`src/rtl/seq_match_logger.sv`:
```
// Timestamps match pulses into a first-word-fall-through FIFO with valid/ready readout.
// Define SEQ_MATCH_LOGGER_DELTA_EN to store saturating inter-match deltas instead of absolute stamps.
module seq_match_logger #(
  parameter int unsigned TS_W  = 16,
  parameter int unsigned DEPTH = 4,
  parameter int unsigned CNT_W = 8
) (
  input  logic                     clk,
  input  logic                     rst,
  input  logic                     enable,
  input  logic                     match_in,
  output logic [TS_W-1:0]          ts_data,
  output logic                     ts_valid,
  input  logic                     ts_ready,
  output logic [$clog2(DEPTH):0]   fifo_count,
  output logic                     overflow,
  output logic [CNT_W-1:0]         match_total
);

  localparam int unsigned PtrW = $clog2(DEPTH);
  typedef logic [PtrW:0] count_t;

  logic [TS_W-1:0]  ts_cnt_q, ts_cnt_d;
  logic [TS_W-1:0]  mem_q [DEPTH];
  logic [PtrW-1:0]  rd_ptr_q, rd_ptr_d;
  logic [PtrW-1:0]  wr_ptr_q, wr_ptr_d;
  count_t           count_q, count_d;
  logic             overflow_q, overflow_d;
  logic [CNT_W-1:0] total_q, total_d;
  logic [TS_W-1:0]  wr_val;
  logic             full, push_req, push, pop;

  always_comb begin
    full     = (count_q == count_t'(DEPTH));
    ts_valid = (count_q != '0);
    push_req = enable & match_in;
    pop      = ts_valid & ts_ready;
    // A pop in the same cycle frees the slot, so a full FIFO still accepts.
    push     = push_req & (~full | pop);

    ts_cnt_d = enable ? ts_cnt_q + TS_W'(1) : ts_cnt_q;
    rd_ptr_d = pop  ? rd_ptr_q + PtrW'(1) : rd_ptr_q;
    wr_ptr_d = push ? wr_ptr_q + PtrW'(1) : wr_ptr_q;

    count_d = count_q;
    if (push && !pop) begin
      count_d = count_q + count_t'(1);
    end else if (!push && pop) begin
      count_d = count_q - count_t'(1);
    end

    overflow_d = overflow_q | (push_req & ~push);
    total_d    = (push && (total_q != '1)) ? total_q + CNT_W'(1) : total_q;
  end

`ifdef SEQ_MATCH_LOGGER_DELTA_EN
  logic [TS_W-1:0] delta_q, delta_d;

  // The accepting edge is itself enabled, so the next delta starts at one.
  always_comb begin
    wr_val  = delta_q;
    delta_d = delta_q;
    if (push) begin
      delta_d = TS_W'(1);
    end else if (enable && (delta_q != '1)) begin
      delta_d = delta_q + TS_W'(1);
    end
  end

  always_ff @(posedge clk) begin
    if (rst) begin
      delta_q <= '0;
    end else begin
      delta_q <= delta_d;
    end
  end
`else
  assign wr_val = ts_cnt_q;
`endif

  always_ff @(posedge clk) begin
    if (rst) begin
      ts_cnt_q   <= '0;
      rd_ptr_q   <= '0;
      wr_ptr_q   <= '0;
      count_q    <= '0;
      overflow_q <= 1'b0;
      total_q    <= '0;
    end else begin
      ts_cnt_q   <= ts_cnt_d;
      rd_ptr_q   <= rd_ptr_d;
      wr_ptr_q   <= wr_ptr_d;
      count_q    <= count_d;
      overflow_q <= overflow_d;
      total_q    <= total_d;
    end
  end

  always_ff @(posedge clk) begin
    if (!rst && push) begin
      mem_q[wr_ptr_q] <= wr_val;
    end
  end

  assign ts_data     = ts_valid ? mem_q[rd_ptr_q] : '0;
  assign fifo_count  = count_q;
  assign overflow    = overflow_q;
  assign match_total = total_q;

endmodule
```
`config.mk`:
```
export PLATFORM = sky130hd
export DESIGN_NAME = seq_match_logger
export DESIGN_NICKNAME = d
export VERILOG_FILES = /design/src/rtl/seq_match_logger.sv
export SDC_FILE = /design/constraint.sdc
export NUM_CORES = 1
export LEC_CHECK = 0
export CORE_MARGIN = 1
export CORE_UTILIZATION = 40
export DETAILED_ROUTE_END_ITERATION = 7
export PLACE_DENSITY_LB_ADDON = 0.08
export SLEW_MARGIN = 15
export SYNTH_ARGS = -nofsm -noshare
export SYNTH_HDL_FRONTEND = slang
export SYNTH_SLANG_ARGS = --single-unit
export TNS_END_PERCENT = 1
```
`constraint.sdc`:
```
create_clock -name clk -period 2.61 [get_ports clk]
set_input_delay 0.522 -clock clk [delete_from_list [all_inputs] [get_ports clk]]
set_output_delay 0.522 -clock clk [all_outputs]
set_load 0.01 [all_outputs]
```
==> run_summary.xml, run 1 <==
<?xml version="1.0" encoding="UTF-8"?>
<metrics>
  <group name="synthesis">
    <metric name="synth_sequential_area_ratio" unit="%">64.7</metric>
    <metric name="synth.most_common_cell" unit="">sky130_fd_sc_hd__edfxtp_1</metric>
    <metric name="ys_dominant_reg_cell" unit="">sky130_fd_sc_hd__edfxtp_1</metric>
    <metric name="ys_ff_latch" unit="">98</metric>
    <metric name="yosysTopAreaCell" unit="">sky130_fd_sc_hd__edfxtp_1</metric>
    <metric name="mappedNetlistNets" unit="">290</metric>
    <metric name="share_of_the_synthesized_area_in_the_top_cell_type" unit="%">47.8</metric>
    <metric name="synth-async-reset-ratio" unit="%">0</metric>
    <metric name="synth_top_cells_by_area" unit="">sky130_fd_sc_hd__edfxtp_1, sky130_fd_sc_hd__dfxtp_1, sky130_fd_sc_hd__mux4_2</metric>
    <metric name="synth_cells" unit="">277</metric>
    <metric name="syn-cell-area" unit="µm²">4020</metric>
    <metric name="yosysUniqueCellTypes" unit="">42</metric>
    <metric name="synthTopCellsByCount" unit="">sky130_fd_sc_hd__edfxtp_1, sky130_fd_sc_hd__dfxtp_1, sky130_fd_sc_hd__nor2_1</metric>
    <metric name="synth-edff-count" unit="">64</metric>
    <metric name="synthesis.yosys.warnings" unit="">0</metric>
    <metric name="avgSynthCellArea" unit="µm²">14.5</metric>
  </group>
  <group name="clock_network">
    <metric name="clkSlewWorstSetupHoldPaths" unit="ns">0.08</metric>
    <metric name="htree_levels" unit="">3</metric>
    <metric name="tritoncts_clock_tree" unit="">built</metric>
    <metric name="insertion_delay" unit="ns">0.36</metric>
    <metric name="root_buffer" unit="">sky130_fd_sc_hd__clkbuf_8</metric>
    <metric name="ctsLongestPathBuffers" unit="">2</metric>
    <metric name="numCtsBuffers" unit="">9</metric>
    <metric name="numClockSinks" unit="">98</metric>
  </group>
  <group name="hold_path">
    <metric name="hold-path-endpoint" unit="">overflow</metric>
    <metric name="min-delay-start" unit="">overflow</metric>
    <metric name="hold_path_class" unit="">register to register</metric>
    <metric name="worst_hold_path.num_cells" unit="">2</metric>
  </group>
  <group name="timing">
    <metric name="max_slew.worst_pin.slew" unit="ns">0.495</metric>
    <metric name="max-slew-margin-rel" unit="%">66.9</metric>
    <metric name="timing.final.crit_period" unit="ns">2.54</metric>
    <metric name="fmaxAchievable" unit="MHz">394</metric>
    <metric name="report.final.slew_viol_count" unit="">0</metric>
    <metric name="fin_setup_tns" unit="ns">0</metric>
    <metric name="grt_setup_unrepaired" unit="">false</metric>
    <metric name="hold_slack" unit="ns">0.487</metric>
    <metric name="skew" unit="ns">0.0144</metric>
    <metric name="finalCritPeriodShare" unit="%">97.1</metric>
    <metric name="setup_viol_count_final" unit="">0</metric>
    <metric name="finalHoldViolCount" unit="">0</metric>
    <metric name="final_critical_path_setup_slack" unit="ns">0.0744</metric>
  </group>
  <group name="layout">
    <metric name="drive_above_1_share" unit="%">17.3</metric>
    <metric name="insertedDiodeCount" unit="">0</metric>
    <metric name="layout.core_utilization" unit="%">49.8</metric>
    <metric name="final_layout_net_count" unit="">338</metric>
    <metric name="synthToLayoutAreaGrowth" unit="%">21.1</metric>
  </group>
  <group name="setup_path">
    <metric name="endpoint_kind" unit="">output port</metric>
    <metric name="r2r_setup_slack" unit="ns">0.41</metric>
    <metric name="r2r_cells" unit="">8</metric>
    <metric name="crit_fanout" unit="">8</metric>
    <metric name="worstReg2RegStart" unit="">fifo_count[2]</metric>
    <metric name="worst_r2r_endpoint" unit="">fifo_count[2]</metric>
    <metric name="critPathRequiredTime" unit="ns">2.09</metric>
    <metric name="data_arrival_time_of_the_critical_path" unit="ns">2.01</metric>
    <metric name="cp-start-kind" unit="">register</metric>
    <metric name="criticalPathCategory" unit="">register to output port</metric>
  </group>
  <group name="grt">
    <metric name="grt_antenna_before_repair" unit="">0</metric>
    <metric name="groute.usage.overall" unit="%">15.2</metric>
    <metric name="global_route_wire_length_before_repair" unit="µm">11600</metric>
    <metric name="first_global_vias" unit="">2174</metric>
    <metric name="grt_start_max_net_pins" unit="">36</metric>
    <metric name="grt-ovfl-total" unit="">0</metric>
  </group>
  <group name="floorplan">
    <metric name="core_region_area" unit="µm²">9770</metric>
    <metric name="die_area" unit="µm²">10500</metric>
    <metric name="dieHeight" unit="µm">102</metric>
    <metric name="io_pins" unit="">34</metric>
    <metric name="chipWidth" unit="µm">102</metric>
    <metric name="floorplan.rows" unit="">36</metric>
    <metric name="initial_core_util" unit="%">41.2</metric>
  </group>
  <group name="placed_design">
    <metric name="hpwlAfterDp" unit="µm">4380</metric>
    <metric name="gp_routability_congestion" unit="">0.678</metric>
    <metric name="worst_slack_at_placement" unit="ns">0.0746</metric>
    <metric name="numPortBuffers" unit="">33</metric>
  </group>
  <group name="routing">
    <metric name="topRoutingLayerUsed" unit="">met4</metric>
    <metric name="drt-initial-drc-count" unit="">31</metric>
    <metric name="vias_per_cell" unit="">4.93</metric>
    <metric name="drt_pass1_iterations" unit="">4</metric>
    <metric name="met3_wirelength" unit="µm">203</metric>
    <metric name="route.met2.wl" unit="µm">3470</metric>
    <metric name="routed_wirelength" unit="µm">7300</metric>
    <metric name="drc_violations_left" unit="">0</metric>
    <metric name="wl_met1" unit="µm">3550</metric>
    <metric name="drtAntennaViolNets" unit="">0</metric>
    <metric name="routed_wire_length_per_instance" unit="µm">15.8</metric>
    <metric name="route.vias.total" unit="">2283</metric>
  </group>
  <group name="run_status">
    <metric name="result_of_the_run" unit="">finished clean</metric>
  </group>
  <group name="power">
    <metric name="vdd_drop_max" unit="mV">0.309</metric>
    <metric name="leakage" unit="nW">1.88</metric>
    <metric name="power_per_cell_area" unit="nW/µm²">750</metric>
  </group>
  <group name="flow_run">
    <metric name="drv_cap" unit="">0</metric>
  </group>
</metrics>
routing by layer:
metal,global-route usage [%],vias to the layer above
met5,0,-
met4,5.93,0
met3,3.28,7
met2,24.5,32
met1,20.2,1119
li1,-,1125
metrics by stage:
step / power, mW / area, µm² / std cells
2_1_floorplan: 2.22 / 4020 / 277
6_report: 3.65 / 4870 / 463
3_5_place_dp: 2.60 / 4570 / 445
3_3_place_gp: 2.59 / 4570 / 445
4_1_cts: 3.68 / 4800 / 461
5_1_grt: 3.84 / 4870 / 463
final cells by class:
type                            count  area (µm²)
Clock buffer                       10         138
Clock inverter                      6        86.3
Fill cell                         884        4900
Inverter                            5        18.8
Multi-Input combinational cell    162        1340
Sequential cell                    98        2610
Tap cell                          133         166
Timing Repair Buffer               49         515
critical path, stage by stage (launching register included):
cell,delay [ns]
sky130_fd_sc_hd__dfxtp_4,0.39
sky130_fd_sc_hd__buf_12,0.15
sky130_fd_sc_hd__mux4_2,0.50
sky130_fd_sc_hd__and2_1,0.17
sky130_fd_sc_hd__clkdlybuf4s50_1,0.47
worst max-delay path by stage:
stage / to / cells past startpoint / slack [ns] / startpoint
global route: ts_data[2] / 4 / 0.001 / register
floorplan: fifo_count[2] / 9 / 0.39 / fifo_count[0]
global placement: fifo_count[2] / 9 / 0.11 / ts_ready
CTS: ts_data[13] / 4 / 0.004 / register
finish: ts_data[2] / 4 / 0.07 / register
detailed placement: fifo_count[2] / 9 / 0.07 / ts_ready
cells by family after synthesis:
group	count (synthesis)	share of synthesized area (%)
and+or+nand+nor	95	13.7
xor gates and xnor gates	17	3.70
muxes	20	9.98
buffers and inverters	17	2.02
adders and majority gates	8	2.67
AOI/OAI and AO/OA	22	3.20
DFF	98	64.7
cells in the final DEF (no fill, tap or decap), types with 11 or more instances in the layout:
master / netlist / routed
sky130_fd_sc_hd__a21oi_1: 11 / 11
sky130_fd_sc_hd__clkdlybuf4s50_1: 0 / 19
sky130_fd_sc_hd__nor2_1: 25 / 25
sky130_fd_sc_hd__mux4_2: 16 / 16
sky130_fd_sc_hd__edfxtp_1: 64 / 64
sky130_fd_sc_hd__buf_4: 2 / 13
sky130_fd_sc_hd__dlymetal6s2s_1: 0 / 13
sky130_fd_sc_hd__and2_1: 20 / 20
sky130_fd_sc_hd__nand2_1: 11 / 11
sky130_fd_sc_hd__dfxtp_1: 34 / 32
power by group:
part,internal (mW),switching [mW],leakage (nW),total (mW)
registers,1.70,0.0536,0.924,1.75
clock network,0.569,0.525,0.115,1.09
logic,0.459,0.350,0.846,0.809
sequential cells by signal, indices dropped and copies added, names as in the netlist, named ones only:
signal and count:
overflow 1, rd_ptr_q 2, wr_ptr_q 2, mem_q 64
match_total 8, ts_cnt_q 16, fifo_count 3
repair_timing:
action,CTS,global route
setup endpoints to repair,7,15
gates resized for setup,2,16
buffers inserted,0,1
gates cloned,0,1
hold buffers,0,0
Note: power is estimated with default switching activity, not from simulation.
==> inputs of run 2 (changes only) <==
--- a/config.mk
+++ b/config.mk
@@ -8,8 +8,9 @@
 export CORE_MARGIN = 1
 export CORE_UTILIZATION = 40
 export DETAILED_ROUTE_END_ITERATION = 7
+export MAX_ROUTING_LAYER = met4
 export PLACE_DENSITY_LB_ADDON = 0.08
-export SLEW_MARGIN = 15
+export SLEW_MARGIN = 20
 export SYNTH_ARGS = -nofsm -noshare
 export SYNTH_HDL_FRONTEND = slang
 export SYNTH_SLANG_ARGS = --single-unit
==> run_summary.xml, run 2 (synthesized netlist as in run 1, its figures left out) <==
<?xml version="1.0" encoding="UTF-8"?>
<metrics>
  <group name="run_status">
    <metric name="result_of_the_run" unit="">finished clean</metric>
  </group>
  <group name="timing">
    <metric name="finalCritPeriodShare" unit="%">97.2</metric>
    <metric name="timing.final.crit_period" unit="ns">2.54</metric>
    <metric name="max_slew.worst_pin.slew" unit="ns">0.495</metric>
    <metric name="finalHoldViolCount" unit="">0</metric>
    <metric name="hold_slack" unit="ns">0.487</metric>
    <metric name="report.final.slew_viol_count" unit="">0</metric>
    <metric name="setup_viol_count_final" unit="">0</metric>
    <metric name="fin_setup_tns" unit="ns">0</metric>
    <metric name="max-slew-margin-rel" unit="%">66.9</metric>
    <metric name="grt_setup_unrepaired" unit="">false</metric>
    <metric name="fmaxAchievable" unit="MHz">394</metric>
    <metric name="skew" unit="ns">0.0144</metric>
  </group>
  <group name="power">
    <metric name="switching_power" unit="mW">0.930</metric>
    <metric name="power_per_cell_area" unit="nW/µm²">750</metric>
    <metric name="comb_power_share" unit="%">22.1</metric>
    <metric name="leakage" unit="nW">1.88</metric>
    <metric name="power_report.internal_total" unit="mW">2.72</metric>
    <metric name="swShare" unit="%">25.5</metric>
    <metric name="seq_power_share" unit="%">47.9</metric>
    <metric name="vdd_drop_max" unit="mV">0.309</metric>
    <metric name="clkPwrFrac" unit="%">30.0</metric>
  </group>
  <group name="clock_network">
    <metric name="clkSlewWorstSetupHoldPaths" unit="ns">0.08</metric>
    <metric name="ctsLongestPathBuffers" unit="">2</metric>
    <metric name="numCtsBuffers" unit="">9</metric>
    <metric name="tritoncts_clock_tree" unit="">built</metric>
    <metric name="htree_levels" unit="">3</metric>
    <metric name="root_buffer" unit="">sky130_fd_sc_hd__clkbuf_8</metric>
    <metric name="numClockSinks" unit="">98</metric>
    <metric name="cts_hold_buf" unit="">0</metric>
    <metric name="insertion_delay" unit="ns">0.36</metric>
  </group>
  <group name="placed_design">
    <metric name="numPortBuffers" unit="">33</metric>
    <metric name="gp_routability_congestion" unit="">0.685</metric>
    <metric name="hpwlAfterDp" unit="µm">4380</metric>
  </group>
  <group name="setup_path">
    <metric name="path_delay_family" unit="">buffers and inverters</metric>
    <metric name="endpoint_kind" unit="">output port</metric>
    <metric name="crit_path_max_incr_delay" unit="ns">0.50</metric>
    <metric name="crit_slowest_cell" unit="">sky130_fd_sc_hd__mux4_2</metric>
    <metric name="timing.critical_path.cells" unit="">buf_12, mux4_2, and2_1, clkdlybuf4s50_1</metric>
    <metric name="cp.buffers_inverters" unit="">2</metric>
    <metric name="data_arrival_time_of_the_critical_path" unit="ns">2.01</metric>
    <metric name="crit_fanout" unit="">8</metric>
    <metric name="critPathRequiredTime" unit="ns">2.09</metric>
    <metric name="criticalPathCategory" unit="">register to output port</metric>
    <metric name="cp-start-kind" unit="">register</metric>
  </group>
  <group name="grt">
    <metric name="global_route_wire_length_before_repair" unit="µm">11600</metric>
    <metric name="first_global_vias" unit="">2173</metric>
    <metric name="grt-ovfl-total" unit="">0</metric>
    <metric name="groute.usage.overall" unit="%">15.7</metric>
    <metric name="grt_start_max_net_pins" unit="">36</metric>
    <metric name="grt_antenna_before_repair" unit="">0</metric>
  </group>
  <group name="layout">
    <metric name="insertedDiodeCount" unit="">0</metric>
    <metric name="most_frequent_cells_in_the_layout" unit="">sky130_fd_sc_hd__edfxtp_1, sky130_fd_sc_hd__dfxtp_1, sky130_fd_sc_hd__nor2_1, sky130_fd_sc_hd__and2_1, sky130_fd_sc_hd__clkdlybuf4s50_1</metric>
    <metric name="synthToLayoutAreaGrowth" unit="%">21.1</metric>
    <metric name="top_register" unit="">mem_q</metric>
    <metric name="multi_input_combinational_cell_area" unit="µm²">1340</metric>
    <metric name="register_area" unit="µm²">2610</metric>
    <metric name="mostFrequentLayoutCell" unit="">sky130_fd_sc_hd__edfxtp_1</metric>
    <metric name="final.fill_count" unit="">884</metric>
    <metric name="final_layout_net_count" unit="">338</metric>
    <metric name="largest_register_ff_count" unit="">64</metric>
    <metric name="drive_above_1_share" unit="%">17.3</metric>
  </group>
  <group name="floorplan">
    <metric name="io_pins" unit="">34</metric>
    <metric name="chipWidth" unit="µm">102</metric>
    <metric name="dieHeight" unit="µm">102</metric>
    <metric name="initial_core_util" unit="%">41.2</metric>
    <metric name="core_region_area" unit="µm²">9770</metric>
    <metric name="die_area" unit="µm²">10500</metric>
    <metric name="floorplan.rows" unit="">36</metric>
  </group>
  <group name="flow_run">
    <metric name="drv_cap" unit="">0</metric>
  </group>
  <group name="routing">
    <metric name="route.vias.total" unit="">2283</metric>
    <metric name="drtAntennaViolNets" unit="">0</metric>
    <metric name="routed_wire_length_per_instance" unit="µm">15.8</metric>
    <metric name="drc_violations_left" unit="">0</metric>
    <metric name="routed_wirelength" unit="µm">7300</metric>
    <metric name="drt_pass1_iterations" unit="">4</metric>
    <metric name="vias_per_cell" unit="">4.93</metric>
    <metric name="drt-initial-drc-count" unit="">32</metric>
  </group>
  <group name="hold_path">
    <metric name="hold_path_class" unit="">register to register</metric>
  </group>
</metrics>
-- run 2: power groups by stage --
| stage | logic (mW) | clock network (mW) | registers [mW] |
|---|---|---|---|
| after global routing | 0.894 | 1.19 | 1.76 |
| after CTS | 0.821 | 1.12 | 1.74 |
| after global placement | 0.816 | 0 | 1.78 |
| final | 0.809 | 1.10 | 1.75 |
| after detailed placement | 0.825 | 0 | 1.78 |
| after floorplan | 0.451 | 0 | 1.77 |
-- run 2: routing by layer --
metal | wire length [µm] | global-route usage, %
met5 | 0 | -
met4 | 85 | 5.93
met3 | 203 | 3.28
met2 | 3470 | 24.5
met1 | 3540 | 20.2
-- run 2: cell type report --
| class | instances | share of cell area (%) |
|---|---|---|
| sequential | 98 | 53.5 |
| multi-input combinational | 162 | 27.5 |
| timing repair buffer | 49 | 10.6 |
| tap | 133 | 3.42 |
| clock buffer | 10 | 2.83 |
| clock inverter | 6 | 1.77 |
| inverter | 5 | 0.385 |
-- run 2: metrics by stage --
step	instance area (µm²)	cells	worst slack, ns	total power, mW	util, %
6_report	4870	463	0.0743	3.65	49.8
5_1_grt	4870	463	0.00105	3.84	49.8
4_1_cts	4800	461	0.00363	3.68	49.1
3_5_place_dp	4570	445	0.0746	2.60	46.8
3_3_place_gp	4570	445	0.111	2.59	46.8
2_1_floorplan	4020	277	0.391	2.22	-
-- run 2: worst min-delay path: cells and delay by family, from the launching register on --
kind / cells / cell delay (ns)
flip-flops: 1 / 0.33
AO/OA/AOI/OAI: 1 / 0.04
AND/OR/NAND/NOR: 1 / 0.08
-- run 2: worst paths after layout --
path | start | end | slack, ns | cells after the start
worst max-delay path | register | ts_data[2] | 0.07 | 4
worst min-delay path | overflow | overflow | 0.49 | 2
worst max register to register | fifo_count[2] | fifo_count[2] | 0.41 | 8
worst min register to register | overflow | overflow | 0.49 | 2
-- run 2: timing repair --
item	in CTS	in global routing
buffers inserted	0	1
endpoints found under the setup margin	7	15
resized for setup	2	16
gates cloned	0	1
